## src/rtl/taxi_apb_reg_slave.sv

```systemverilog
// taxi_apb_reg_slave
//   APB completer with a bank of REG_COUNT read/write registers. The register
//   contents are exported to fabric logic, together with per-register
//   write and read pulses.
//   Each APB transfer has a setup cycle and an access phase. The access phase
//   can be stretched by WAIT_STATES cycles. Byte strobes are honoured.
//   An index beyond the bank is answered with pslverr when ERR_EN=1, and is
//   otherwise silently ignored.
//   pprot/pauser/pwuser carry nothing this block uses, so they are not ports.
//
// Ports
//   clk, rst_n       clock, asynchronous active-low reset
//   s_apb_paddr      byte address; register index = paddr >> log2(STRB_W)
//   s_apb_psel/penable/pwrite/pwdata/pstrb   APB request
//   s_apb_pready/prdata/pslverr              APB response
//   reg_q            register contents, reg i at [i*DATA_W +: DATA_W]
//   reg_wr           one-hot pulse, the cycle after reg i took a write
//   reg_rd           one-hot pulse, the cycle after reg i was read

// One register. The byte lanes are written independently under the strobe.
module taxi_apb_reg_slave_reg #(
  parameter int DATA_W = 32,
  parameter int STRB_W = DATA_W/8,
  parameter logic [DATA_W-1:0] RESET_VAL = '0
) (
  input  logic              clk,
  input  logic              rst_n,
  input  logic              we,
  input  logic [DATA_W-1:0] wdata,
  input  logic [STRB_W-1:0] strb,
  output logic [DATA_W-1:0] q
);

  for (genvar b = 0; b < STRB_W; b++) begin : g_lane
    always_ff @(posedge clk or negedge rst_n) begin
      if (!rst_n)
        q[b*8 +: 8] <= RESET_VAL[b*8 +: 8];
      else if (we && strb[b])
        q[b*8 +: 8] <= wdata[b*8 +: 8];
    end
  end

endmodule

module taxi_apb_reg_slave #(
  parameter int REG_COUNT   = 16,
  parameter int WAIT_STATES = 0,
  parameter int ERR_EN      = 1,
  parameter int DATA_W      = 32,
  parameter int ADDR_W      = 16,
  parameter int STRB_W      = DATA_W/8,
  parameter logic [DATA_W-1:0] RESET_VAL = '0
) (
  input  logic                        clk,
  input  logic                        rst_n,
  input  logic [ADDR_W-1:0]           s_apb_paddr,
  input  logic                        s_apb_psel,
  input  logic                        s_apb_penable,
  input  logic                        s_apb_pwrite,
  input  logic [DATA_W-1:0]           s_apb_pwdata,
  input  logic [STRB_W-1:0]           s_apb_pstrb,
  output logic                        s_apb_pready,
  output logic [DATA_W-1:0]           s_apb_prdata,
  output logic                        s_apb_pslverr,
  output logic [REG_COUNT*DATA_W-1:0] reg_q,
  output logic [REG_COUNT-1:0]        reg_wr,
  output logic [REG_COUNT-1:0]        reg_rd
);

  localparam int IDX_LSB = $clog2(STRB_W);
  localparam int IDX_W   = $clog2(REG_COUNT);
  localparam logic [3:0] WS  = 4'(WAIT_STATES);
  localparam logic       ERR = (ERR_EN != 0);

  localparam logic [0:0] IDLE   = 1'b0;
  localparam logic [0:0] ACCESS = 1'b1;

  typedef struct packed {
    logic [IDX_W-1:0]  idx;
    logic              wr;
    logic              oor;
    logic [DATA_W-1:0] wdata;
    logic [STRB_W-1:0] strb;
  } req_t;

  logic [0:0]  state;
  req_t        req_in, req_q;
  logic [3:0]  cnt;
  logic        pready_q, pslverr_q;
  logic [DATA_W-1:0] prdata_q;
  logic        oor_in, done;
  logic [REG_COUNT-1:0] onehot, we;
  logic [REG_COUNT-1:0][DATA_W-1:0] regs;

  // Any address bit above the index field selects a register that does not exist.
  if (ADDR_W > IDX_LSB + IDX_W) begin : g_oor
    assign oor_in = |s_apb_paddr[ADDR_W-1:IDX_LSB+IDX_W];
  end else begin : g_no_oor
    assign oor_in = 1'b0;
  end

  // The byte offset inside a register has no meaning to the bank.
  if (IDX_LSB > 0) begin : g_lsb
    logic unused_lsb;
    assign unused_lsb = ^s_apb_paddr[IDX_LSB-1:0];
  end

  assign req_in = '{idx:   s_apb_paddr[IDX_LSB +: IDX_W],
                    wr:    s_apb_pwrite,
                    oor:   oor_in,
                    wdata: s_apb_pwdata,
                    strb:  s_apb_pstrb};

  assign done   = (state == ACCESS) && s_apb_psel && s_apb_penable && pready_q;
  assign onehot = REG_COUNT'(1) << req_q.idx;
  // Commit on the completion edge. An out-of-range write touches nothing.
  assign we     = (done && req_q.wr && !req_q.oor) ? onehot : '0;

  for (genvar i = 0; i < REG_COUNT; i++) begin : g_reg
    taxi_apb_reg_slave_reg #(
      .DATA_W   (DATA_W),
      .STRB_W   (STRB_W),
      .RESET_VAL(RESET_VAL)
    ) u_reg (
      .clk  (clk),
      .rst_n(rst_n),
      .we   (we[i]),
      .wdata(req_q.wdata),
      .strb (req_q.strb),
      .q    (regs[i])
    );
  end

  assign reg_q         = regs;
  assign s_apb_pready  = pready_q;
  assign s_apb_pslverr = pslverr_q;
  // Read data is captured at setup. It is visible only while pready is high.
  assign s_apb_prdata  = pready_q ? prdata_q : '0;

  always_ff @(posedge clk or negedge rst_n) begin
    if (!rst_n) begin
      state     <= IDLE;
      req_q     <= '0;
      cnt       <= '0;
      pready_q  <= 1'b0;
      pslverr_q <= 1'b0;
      prdata_q  <= '0;
      reg_wr    <= '0;
      reg_rd    <= '0;
    end else begin
      reg_wr <= we;
      reg_rd <= (done && !req_q.wr && !req_q.oor) ? onehot : '0;
      case (state)
        IDLE: begin
          if (s_apb_psel && !s_apb_penable) begin
            req_q     <= req_in;
            cnt       <= WS;
            pready_q  <= (WS == 4'd0);
            pslverr_q <= (WS == 4'd0) && ERR && oor_in;
            prdata_q  <= (!s_apb_pwrite && !oor_in) ? regs[req_in.idx] : '0;
            state     <= ACCESS;
          end
        end
        ACCESS: begin
          if (!s_apb_psel || done) begin
            // Requester abandoned the transfer, or it completed: back to idle.
            pready_q  <= 1'b0;
            pslverr_q <= 1'b0;
            state     <= IDLE;
          end else if (cnt != 4'd0) begin
            cnt <= cnt - 4'd1;
            if (cnt == 4'd1) begin
              pready_q  <= 1'b1;
              pslverr_q <= ERR && req_q.oor;
            end
          end
        end
        default: state <= IDLE;
      endcase
    end
  end

endmodule

```

## config.mk

```make
export PLATFORM = sky130hd
export DESIGN_NAME = taxi_apb_reg_slave
export DESIGN_NICKNAME = d
export VERILOG_FILES = /design/src/rtl/taxi_apb_reg_slave.sv
export SDC_FILE = /design/constraint.sdc
export NUM_CORES = 1
export LEC_CHECK = 0
export CORE_AREA = 2 2 249 251
export DETAILED_ROUTE_END_ITERATION = 6
export DIE_AREA = 0 0 251 253
export GPL_TIMING_DRIVEN = 0
export PLACE_DENSITY = 0.84
export SETUP_SLACK_MARGIN = 0.02
export SLEW_MARGIN = 15
export SYNTH_ARGS = -nofsm -noshare
export SYNTH_HDL_FRONTEND = slang
export SYNTH_SLANG_ARGS = --single-unit
```

## constraint.sdc

```tcl
create_clock -name clk -period 3.95 [get_ports clk]
set_input_delay 0.79 -clock clk [delete_from_list [all_inputs] [get_ports clk]]
set_output_delay 0.79 -clock clk [all_outputs]
set_load 0.01 [all_outputs]
```

Yosys cells after proc, flatten, opt, wreduce, memory -nomap -nowiden
Cells that the tools add are included.

operators by class
  $add $sub $neg = 1
  multiply operators = 0
  divide/modulo/power cells = 0
  $lt $le $gt $ge = 1
  equal/unequal tests = 6
  shifts and indexed selects = 1
  multiplexer cells = 23
  bitwise operators = 1
  reductions and logical operators = 85

operators by type and width
  operator                                                                       number
  32-bit binary-select mux with 4-bit select                                     1
  32-bit two-way mux                                                             3
  1-bit logical AND                                                              73
  16-bit two-way mux                                                             2
  1-bit by 4-bit left shift with 16-bit output (first input constant)            1
  4-bit two-way mux                                                              3
  1-bit two-way mux                                                              10
  10-bit OR reduction                                                            1
  4-bit case mux with 2 select lines                                             1
  1-bit zero test                                                                6
  3-bit by 1-bit != test with 1-bit output (second input constant)               2
  1-bit case mux with 2 select lines                                             3
  3-bit AND reduction                                                            2
  4-bit by 5-bit less-than comparator with 1-bit output (second input constant)  1
  4-bit by 1-bit equality test with 1-bit output (second input constant)         1
  2-bit != test (second input constant)                                          2
  4-bit nonzero test                                                             1
  4-bit by 1-bit subtractor with 4-bit output (second input constant)            1
  2-bit by 1-bit != test with 1-bit output (second input constant)               1
  2-bit AND reduction                                                            1
  1-bit logical OR                                                               1
  1-bit NOT                                                                      1

word-level totals
  flip-flop bits (word level) = 625
  latch bits = 0
  RAM bits = 0
  bits in read-only memories = 0
  input bits = 57
  output and inout port bits = 578
  word-level logic and storage cells = 194
  memories = 0

Depth between registers and ports, before layout
  depth after elaboration = 7
  gate-level depth with buffers = 7

Modules after synthesis
A second synthesis with hierarchy kept.

unflattened totals
  cell total of the unflattened synthesis = 1,776
  area, all modules = 27,241.1 sq um

modules (own cells, without submodules)
  module                  times used  cells an instance  area each (sq um)
  taxi_apb_reg_slave_reg  16          68                 1,186.1
  taxi_apb_reg_slave      1           688                8,262.9

Worst setup path after synthesis
No wires, ideal clock.

  kind = input -> register
  from = input port s_apb_paddr[4]
  to = register prdata_q[29]
  setup time = 0.129 ns
  arrival time = 2.324 ns
  required time = 3.821 ns
  setup slack = 1.497 ns
  stages on the path = 7
  buffers on the path = 3
  cells stage by stage = clkbuf_1 > buf_2 > buf_2 > mux4_2 > mux2_2 > nand3_1 > o211ai_2

on the way
  cells in the longest elaborated chain, start to end = 3

ends and longest elaborated chain
  what                                        line  text
  start: declaration                          56    input logic [ADDR_W-1:0] s_apb_paddr,
  32-bit binary-select mux with 4-bit select  160   prdata_q <= (!s_apb_pwrite && !oor_in) ? regs[req_in.idx] : '0;
  32-bit two-way mux (not written as such)    160
  32-bit two-way mux                          160
  end signal: assignment                      160
  end: declaration                            90    logic [DATA_W-1:0] prdata_q;

Every way passes these cells. The select of a mux whose other input is x is not followed.
A chain may end at the register's enable or synchronous reset.

Worst setup path after layout
  from = register pready_q, in the netlist s_apb_pready
  to = output port s_apb_prdata[3]

on the way
  cells in the longest elaborated chain, start to end = 1

ends and longest elaborated chain
  what                      line  text
  start: declaration        89    logic pready_q, pslverr_q;
  start signal: assignment  158   pready_q <= (WS == 4'd0);
  32-bit two-way mux        138   assign s_apb_prdata = pready_q ? prdata_q : '0;
  end: declaration          63    output logic [DATA_W-1:0] s_apb_prdata,

Every way passes these cells.

==> impl_metrics.json <==
{
  "synth_top_cell_by_area": "dfrtp_1",
  "viasPerCell": 6.05,
  "synth_commonest_cells": "dfrtp_1 (625), mux2_2 (536), nand2_1 (208), mux4_2 (127), clkbuf_1 (73)",
  "syn-cell-area_um2": 27800,
  "wire_per_inst_um": 31.6,
  "finalCritPeriodShare_pct": 86.8,
  "nets": 2647,
  "maxCapViolCount": 0,
  "row_count": 91,
  "max_slew_margin_pct": 16.4,
  "worstSetupEndpointType": "output pin",
  "ys_seq_area_share_pct": 56.3,
  "layout-drive-gt1-share_pct": 32.7,
  "clock_sinks": 625,
  "clock_latency_ns": 0.61,
  "finalWirelength_um": 108000,
  "timing.fmax_mhz": 292,
  "core-area_um2": 61000,
  "fp.dieW_um": 251,
  "die_area_um2": 63500,
  "track_usage_pct": 33.8,
  "worst_pin_slew_ns": 1.25,
  "setup_slack_ns": 0.523,
  "synth.avg_cell_area_um2": 14.8,
  "drtPass1Iterations": 6,
  "drc_errors": 0,
  "drt_iter0_drc": 1717,
  "synthCells": 1882,
  "synthTopCellsByArea": "dfrtp_1 (56%), mux2_2 (22%), mux4_2 (10%)",
  "grt_max_degree": 112,
  "areaGrowthSynthToFinish_pct": 34.7,
  "skew_ns": 0.0164,
  "synth_ff_type": "dfrtp_1",
  "cts_buffers": 68,
  "cellPowerDensity_nw_per_um2": 385,
  "crit_fanout": 10,
  "dp.final_hpwl_um": 77400,
  "overflow": 0,
  "cts_tree": "built",
  "place_ws_ns": 0.0617,
  "async_flop_share_pct": 100,
  "syn_nets": 1942,
  "synth_top_area_share_pct": 56.3,
  "hold_viol": 0,
  "synth.most_common_cell": "dfrtp_1",
  "ant_nets": 0,
  "post_cts_buffers": 0,
  "io_buffers": 628,
  "period_needed_ns": 3.43,
  "clockBufferDepth": 3,
  "ys_warn_count": 0,
  "ys_ff_latch": 625,
  "status": "completed",
  "path_class": "register to output pin",
  "tns_ns": 0,
  "synth-edff-count": 0,
  "dr_total_vias": 20733,
  "finalSetupViolCount": 0,
  "finalPower_mw": 14.4,
  "die_h_um": 253,
  "arrival_ns": 2.64,
  "start_util_pct": 45.5,
  "r2r-start": "req_q[38]",
  "cts_root_buffer": "clkbuf_16",
  "peakVddDrop_uv": 326,
  "grt_pass1_wl_um": 154000,
  "grt_pass1_vias": 21964,
  "p_leak_nw": 17.3,
  "cts_resized": 0,
  "worstPathRequired_ns": 3.16,
  "ys_types": 46,
  "hold_path.class": "primary input to async pin",
  "ios": 635,
  "cp-startpoint": "s_apb_pready",
  "path_clk_slew_ns": 0.06,
  "slew_violations": 0,
  "holdBufCountCts": 0,
  "rsz0062_at_grt": "false",
  "startpoint_type": "register",
  "gp_congestion": 0.896,
  "htree_levels": 3,
  "antenna_found_initial": 2
}
stage by stage:
step                instance area [um^2]  utilization (%)  hold WS (ns)  instances
detailed placement                 35200             57.7         0.467       3307
global route                       37400             61.3         0.184       3427
global placement                   35000             57.4         0.462       3300
floorplan                          27800                -         0.449       1882
CTS                                37400             61.3         0.143       3426
finish                             37400             61.3         0.155       3428
area by class of cell:
type | count | area (um^2)
antenna | 2 | 5.00
buffer | 111 | 483
sequential | 625 | 15600
timing repair buffer | 635 | 6460
multi-input combinational | 1139 | 11600
fill | 4499 | 23600
tap | 790 | 988
inverter | 7 | 26.3
clock buffer | 99 | 1970
clock inverter | 20 | 190
placed cells by master, fill, tap and decap left out, types with 3 or more instances in the layout:
cell type	netlist	layout
clkdlybuf4s50_1	0	627
dfrtp_1	625	625
mux2_2	536	536
nand2_1	208	208
mux4_2	127	127
clkbuf_1	73	92
clkbuf_16	0	71
nand3_1	41	41
nor2_1	40	40
and2_1	32	32
mux2i_1	32	32
o211ai_2	30	30
buf_2	28	29
nor2_2	20	20
mux2_1	11	11
clkinv_2	0	11
clkbuf_8	0	9
inv_1	6	6
o21ai_0	6	6
buf_16	0	6
and4_1	5	5
nand4_1	5	5
nor2b_1	4	4
buf_1	5	4
nand2b_1	4	4
nor3_1	5	4
nand3b_1	3	3
buf_6	3	3
o22ai_1	3	3
ha_1	3	3
path summary, 6_finish.rpt:
path,slack (ns),endpoint,depth (start not counted)
min in group clk,0.49,prdata_q[20],2
setup reg to reg,0.54,g_reg[11].u_reg.q[15],5
max in group asynchronous,1.84,g_reg[6].u_reg.q[6],4
hold / removal,0.15,g_reg[7].u_reg.q[21],1
hold reg to reg,0.49,prdata_q[20],2
setup / recovery,0.52,s_apb_prdata[3],4
routing by layer:
layer	vias up	global-route usage, %	routed length (um)
met1	11043	44.4	43300
li1	8261	-	-
met3	305	7.68	8270
met2	1124	53.2	51000
met5	-	0	0
met4	0	17.0	5680
worst max-delay path, stage by stage, from the launching register on:
cell and delay (ns):
dfrtp_1 0.34, buf_2 0.29, clkbuf_1 0.57, and2_1 0.27
clkdlybuf4s50_1 0.56
power breakdown:
group,internal (mW),switching (mW),leakage (nW)
sequential,6.56,0.247,8.65
clock,3.61,2.64,1.06
combinational,0.442,0.910,7.56
flip-flops by register name (all words and copies together) (netlist names):
register,count
g.u_reg.q,512
req_q,42
prdata_q,32
reg_rd,16
reg_wr,16
cnt,4
s_apb_pready,1
s_apb_pslverr,1
state,1
logic make-up (layout without fill, tap and decap cells):
group,after synthesis,count (layout),share of synthesized area (%)
compound gates,48,48,1.77
fa+ha+maj,3,3,0.135
other cells,0,2,0
simple gates,382,382,6.32
mux,706,706,33.6
buf+inv,118,872,1.83
flops,625,625,56.3
No activity file was read; power rests on OpenSTA's default activity.
